===== src/rtl/gobou_pkg.sv =====
// gobou_pkg: shared control-bus record, FSM states and default multiplier latency
package gobou_pkg;
   typedef struct packed {logic start, valid, stop;} ctrl_reg;
   typedef enum logic {IDLE, RUN} mac_state;
   localparam int LAT_MUL_DEFAULT = 2;
endpackage


===== src/rtl/ctrl_bus.sv =====
// ctrl_bus: start/valid/stop framing bus between gobou pipeline stages
interface ctrl_bus;
   logic start, valid, stop;
   modport master (output start, valid, stop);
   modport slave (input start, valid, stop);
endinterface


===== src/rtl/ctrl_delay.sv =====
// ctrl_delay: DEPTH-stage shift register of ctrl_reg with asynchronous active-low clear
module ctrl_delay
   import gobou_pkg::*;
#(
   parameter int DEPTH = 1
) (
   input  logic    clk,
   input  logic    xrst,
   input  ctrl_reg d,
   output ctrl_reg q
);
   ctrl_reg sr [DEPTH];
   // shift one stage per cycle; reset flushes every in-flight pulse
   always_ff @(posedge clk or negedge xrst) begin
      if (!xrst) begin
         for (int i = 0; i < DEPTH; i++) sr[i] <= '0;
      end else begin
         sr[0] <= d;
         for (int i = 1; i < DEPTH; i++) sr[i] <= sr[i-1];
      end
   end
   assign q = sr[DEPTH-1];
endmodule


===== src/rtl/ctrl_mac.sv =====
// ctrl_mac: MAC control sequencer (run qualification, accumulator strobes, output framing); optional busy port via CTRL_MAC_BUSY_EN
module ctrl_mac
   import gobou_pkg::*;
#(
   parameter int LAT_MUL = LAT_MUL_DEFAULT
) (
   input  logic clk,
   input  logic xrst,
   ctrl_bus.slave in_ctrl,
   ctrl_bus.master out_ctrl,
`ifdef CTRL_MAC_BUSY_EN
   output logic busy,
`endif
   output logic mac_oe,
   output logic accum_we,
   output logic accum_rst
);
   mac_state state, state_nx;
   logic run;
   ctrl_reg q, dl, od_in, od;
   // run state register
   always_ff @(posedge clk or negedge xrst) begin
      if (!xrst) state <= IDLE;
      else state <= state_nx;
   end
   // qualification: start always wins; valid/stop only count inside a run
   always_comb begin
      run = (state == RUN);
      q.start = in_ctrl.start;
      q.valid = in_ctrl.valid & run & ~in_ctrl.start;
      q.stop = in_ctrl.stop & run & ~in_ctrl.start;
      state_nx = in_ctrl.start ? RUN : (q.stop ? IDLE : state);
   end
   ctrl_delay #(.DEPTH(LAT_MUL)) u_lat (.clk(clk), .xrst(xrst), .d(q), .q(dl));
   assign od_in = '{start: dl.start, valid: dl.stop, stop: dl.stop};
   ctrl_delay #(.DEPTH(1)) u_out (.clk(clk), .xrst(xrst), .d(od_in), .q(od));
   assign accum_rst = dl.start;
   assign accum_we = dl.valid;
   assign mac_oe = od.stop;
   assign out_ctrl.start = od.start;
   assign out_ctrl.valid = od.valid;
   assign out_ctrl.stop = od.stop;
`ifdef CTRL_MAC_BUSY_EN
   localparam int CW = $clog2(LAT_MUL + 3) + 1;
   logic [CW-1:0] pend;
   // stops accepted but not yet delivered as mac_oe
   always_ff @(posedge clk or negedge xrst) begin
      if (!xrst) pend <= '0;
      else pend <= pend + CW'(q.stop) - CW'(mac_oe);
   end
   assign busy = run | (pend != '0);
`endif
endmodule


===== src/flat_wrapper.sv =====
// flat-port wrapper written by rule: the top's interface ports become plain ports
module ctrl_mac_flat import gobou_pkg::*;
#(
   parameter int LAT_MUL = LAT_MUL_DEFAULT
)
  (clk, xrst, mac_oe, accum_we, accum_rst, in_ctrl_start, in_ctrl_valid, in_ctrl_stop, out_ctrl_start, out_ctrl_valid, out_ctrl_stop);
  ctrl_bus in_ctrl_i ();
  ctrl_bus out_ctrl_i ();
  input  logic clk;
  input  logic xrst;
  output logic mac_oe;
  output logic accum_we;
  output logic accum_rst;
  input wire logic [$bits(in_ctrl_i.start)-1:0] in_ctrl_start;
  input wire logic [$bits(in_ctrl_i.valid)-1:0] in_ctrl_valid;
  input wire logic [$bits(in_ctrl_i.stop)-1:0] in_ctrl_stop;
  output wire logic [$bits(out_ctrl_i.start)-1:0] out_ctrl_start;
  output wire logic [$bits(out_ctrl_i.valid)-1:0] out_ctrl_valid;
  output wire logic [$bits(out_ctrl_i.stop)-1:0] out_ctrl_stop;
  assign in_ctrl_i.start = in_ctrl_start;
  assign in_ctrl_i.valid = in_ctrl_valid;
  assign in_ctrl_i.stop = in_ctrl_stop;
  assign out_ctrl_start = out_ctrl_i.start;
  assign out_ctrl_valid = out_ctrl_i.valid;
  assign out_ctrl_stop = out_ctrl_i.stop;
  ctrl_mac #(.LAT_MUL(LAT_MUL)) u_core (.clk(clk), .xrst(xrst), .in_ctrl(in_ctrl_i), .out_ctrl(out_ctrl_i), .mac_oe(mac_oe), .accum_we(accum_we), .accum_rst(accum_rst));
endmodule

===== config.mk =====
export PLATFORM = sky130hd
export DESIGN_NAME = ctrl_mac_flat
export DESIGN_NICKNAME = d
export VERILOG_FILES = /design/src/rtl/gobou_pkg.sv /design/src/rtl/ctrl_bus.sv /design/src/rtl/ctrl_delay.sv /design/src/rtl/ctrl_mac.sv /design/src/flat_wrapper.sv
export SDC_FILE = /design/constraint.sdc
export NUM_CORES = 1
export LEC_CHECK = 0
export ABC_AREA = 1
export BUFFER_PORTS_ARGS = -buffer_cell sky130_fd_sc_hd__buf_2
export CORE_AREA = 8 8 45 47
export CTS_CLUSTER_SIZE = 8
export DETAILED_ROUTE_END_ITERATION = 6
export DIE_AREA = 0 0 53 55
export GPL_TIMING_DRIVEN = 0
export HOLD_SLACK_MARGIN = 0.05
export PLACE_DENSITY = 0.51
export REMOVE_ABC_BUFFERS = 1
export SETUP_SLACK_MARGIN = 0.5
export SYNTH_ARGS = -nofsm -noshare
export SYNTH_HDL_FRONTEND = slang
export SYNTH_HIERARCHICAL = 1
export SYNTH_SLANG_ARGS = --single-unit

===== constraint.sdc =====
create_clock -name clk -period 0.8 [get_ports clk]
set_input_delay 0 -clock clk [delete_from_list [all_inputs] [get_ports clk]]
set_output_delay 0 -clock clk [all_outputs]
set_load 0.03 [all_outputs]

==> flow_summary.yaml <==
clock_tree:
  cts_tree: "built"
  numCtsBuffers: 3
  ctsHtreeMaxLevel: 1
  insertion_delay_ns: 0.25
  clk_pin_slew_worst_paths_ns: 0.06
  clk_path_buf_depth: 2
  cts_root_buf: "clkbuf_4"
  numClockSinks: 10
critical_path:
  crit_arrival_ns: 0.80
  crit_type: "reg -> out"
  endpoint_kind: "primary output"
  path_cells: "buf_6"
  crit_required_ns: 0.80
  path_buf_inv: 1
  crit_family: "flip-flops"
  cp_max_fo: 2
  slowest_delay_ns: 0.40
  start_kind: "flip-flop"
  cp_slowest_cell: "dfrtp_1"
status:
  status: "finished, violations left"
  violations: "hold timing, setup timing"
synthesis:
  syn-instance-count: 22
  netlist_top_cells_area: "dfrtp_1 81%, buf_4 9.7%, nand2_1 4.8%"
  ys_seq_elements: 10
  synth_cell_types: 5
  yosysSeqAreaShare: 0.8065
  syn_area_um2: 310.3
  syn_avg_cell_area_um2: 14.10
  synth_top_area_cell: "dfrtp_1"
  synth_top_cell_area_share: 0.8065
  ys_warn_count: 6
drt:
  drt_iter0_markers: 4
  wl_per_cell_um: 10.39
  vias: 177
  routed_wl_um: 509
  drt-pass1-iter-count: 2
  route.detailed.drc: 0
  vias_per_cell: 3.612
  detail-route-antenna-nets: 0
layout:
  syn2layout_area_growth_pct: 39.92
  num_antenna_cells: 0
  fin_util: 0.3137
  final_cell_mix: "10 x dfrtp_1, 6 x buf_6, 4 x buf_2, 4 x nand2_1, 3 x clkbuf_4"
  layout_commonest_cell: "dfrtp_1"
  nNetsFinal: 39
  drive_gt1_frac: 0.4848
  stdcell_area_um2: 434.2
  final_cells: 49
min_path:
  hp-class: "in -> async"
timing:
  finalHoldViolCount: 14
  worst_pin_slew_ns: 0.2082
  setup_ws_ns: -0.0005744
  rsz0062_at_grt: "true"
  period_share: 1.001
  setup_viol: 2
  holdWs_ns: -0.4141
  drv_slew: 0
  finalClockSkew_ns: 0.0003150
  relSlewSlack: 0.8612
  max_freq_mhz: 1249
  period_needed_ns: 0.8006
power_and_ir_drop:
  p_per_area_mw_per_mm2: 2483
  irDropWorstVdd_v: 0.0008000
  power_mw: 1.078
  p_leak_nw: 0.2292
floorplan:
  num_rows: 14
  start_util: 0.2242
  io_pins: 11
  die_height_um: 55
  core_mm2: 0.001384
  die_w_um: 53
  dieArea_mm2: 0.002915
grt:
  grtUsageTotal: 0.04914
  gr-total-overflow: 0
  antenna_found_initial: 0
  grt_pass1_vias: 213
  grt_pass1_wl_um: 917
  grt_max_degree: 11
place:
  dpl_cell_area_um2: 350.3
  post-place-cells: 44
  io_buffers: 10
  gp_congestion: 0.6237
job:
  drv_cap: 0
==> state kept, by name, summed over array words and instances, names as in the netlist <==
| name | flops |
|---|---|
| u_core/u_out/q | 3 |
| u_core/run | 1 |
| u_core/u_lat/q | 3 |
| u_core/u_lat/sr | 3 |
==> kinds of logic (layout without fill, tap and decap cells) <==
kind of cell / Yosys count / in the layout / share of synthesized area
buf+inv: 6 / 17 / 0.1210
simple gates: 6 / 6 / 0.07258
flops: 10 / 10 / 0.8065
==> power by group <==
| group | total [mW] | internal (mW) | switching (mW) |
|---|---|---|---|
| registers | 0.545 | 0.532 | 0.0134 |
| clock network | 0.430 | 0.275 | 0.154 |
| logic | 0.103 | 0.0436 | 0.0594 |
==> Yosys cell counts <==
library cell,count
dfrtp_1,10
buf_4,4
nand2_1,4
inv_1,2
nor2_1,2
==> final cells by class <==
type | instances | area [um^2]
multi-input combinational | 6 | 25.02
timing repair buffer | 11 | 95.09
sequential | 10 | 250.2
tap | 16 | 20.02
clock buffer | 4 | 36.28
inverter | 2 | 7.507
fill | 147 | 949.7
==> layer usage <==
metal | vias up | part of all wire | track usage
met1 | 84 | 0.35 | 0.03756
met4 | 0 | 0 | 0.03879
li1 | 82 | - | -
met2 | 11 | 0.46 | 0.06445
met5 | - | 0 | 0
met3 | 0 | 0.19 | 0.06150
==> metrics by stage <==
stage / worst slack (ns) / hold slack [ns] / TNS, ns
6_report: -0.0005744 / -0.4141 / -0.001140
5_1_grt: -0.05687 / -0.4229 / -0.1676
4_1_cts: -0.01955 / -0.4167 / -0.03899
3_5_place_dp: 0.1799 / -0.1372 / 0
3_3_place_gp: 0.2115 / -0.1483 / 0
2_1_floorplan: 0.1548 / -0.2956 / 0
==> path summary, 6_finish.rpt <==
path                                                    from                            to  slack (ns)  cells past startpoint
worst max-delay path             u_core/u_out/q[0]$_DFF_PN0_                        mac_oe     -0.0006                      1
max in group asynchronous                               xrst  u_core/u_lat/sr[3]$_DFF_PN0_        1.04                      1
worst min register to register  u_core/u_lat/sr[4]$_DFF_PN0_   u_core/u_lat/q[1]$_DFF_PN0_        0.35                      0
worst min-delay path                                    xrst   u_core/u_out/q[0]$_DFF_PN0_       -0.41                      1
worst max register to register        u_core/run$_DFFE_PN0P_        u_core/run$_DFFE_PN0P_        0.17                      2
min in group clk                               in_ctrl_start  u_core/u_lat/sr[5]$_DFF_PN0_       -0.09                      1
==> timing repair <==
| action | in CTS | in global routing |
|---|---|---|
| setup buffers | 1 | 0 |
| endpoints found under the setup margin | 15 | 15 |
| gates resized for setup | 12 | 1 |
| hold endpoints to repair | 14 | 14 |
| pin swaps | 2 | 2 |
Power figures use the tool's default switching activity.
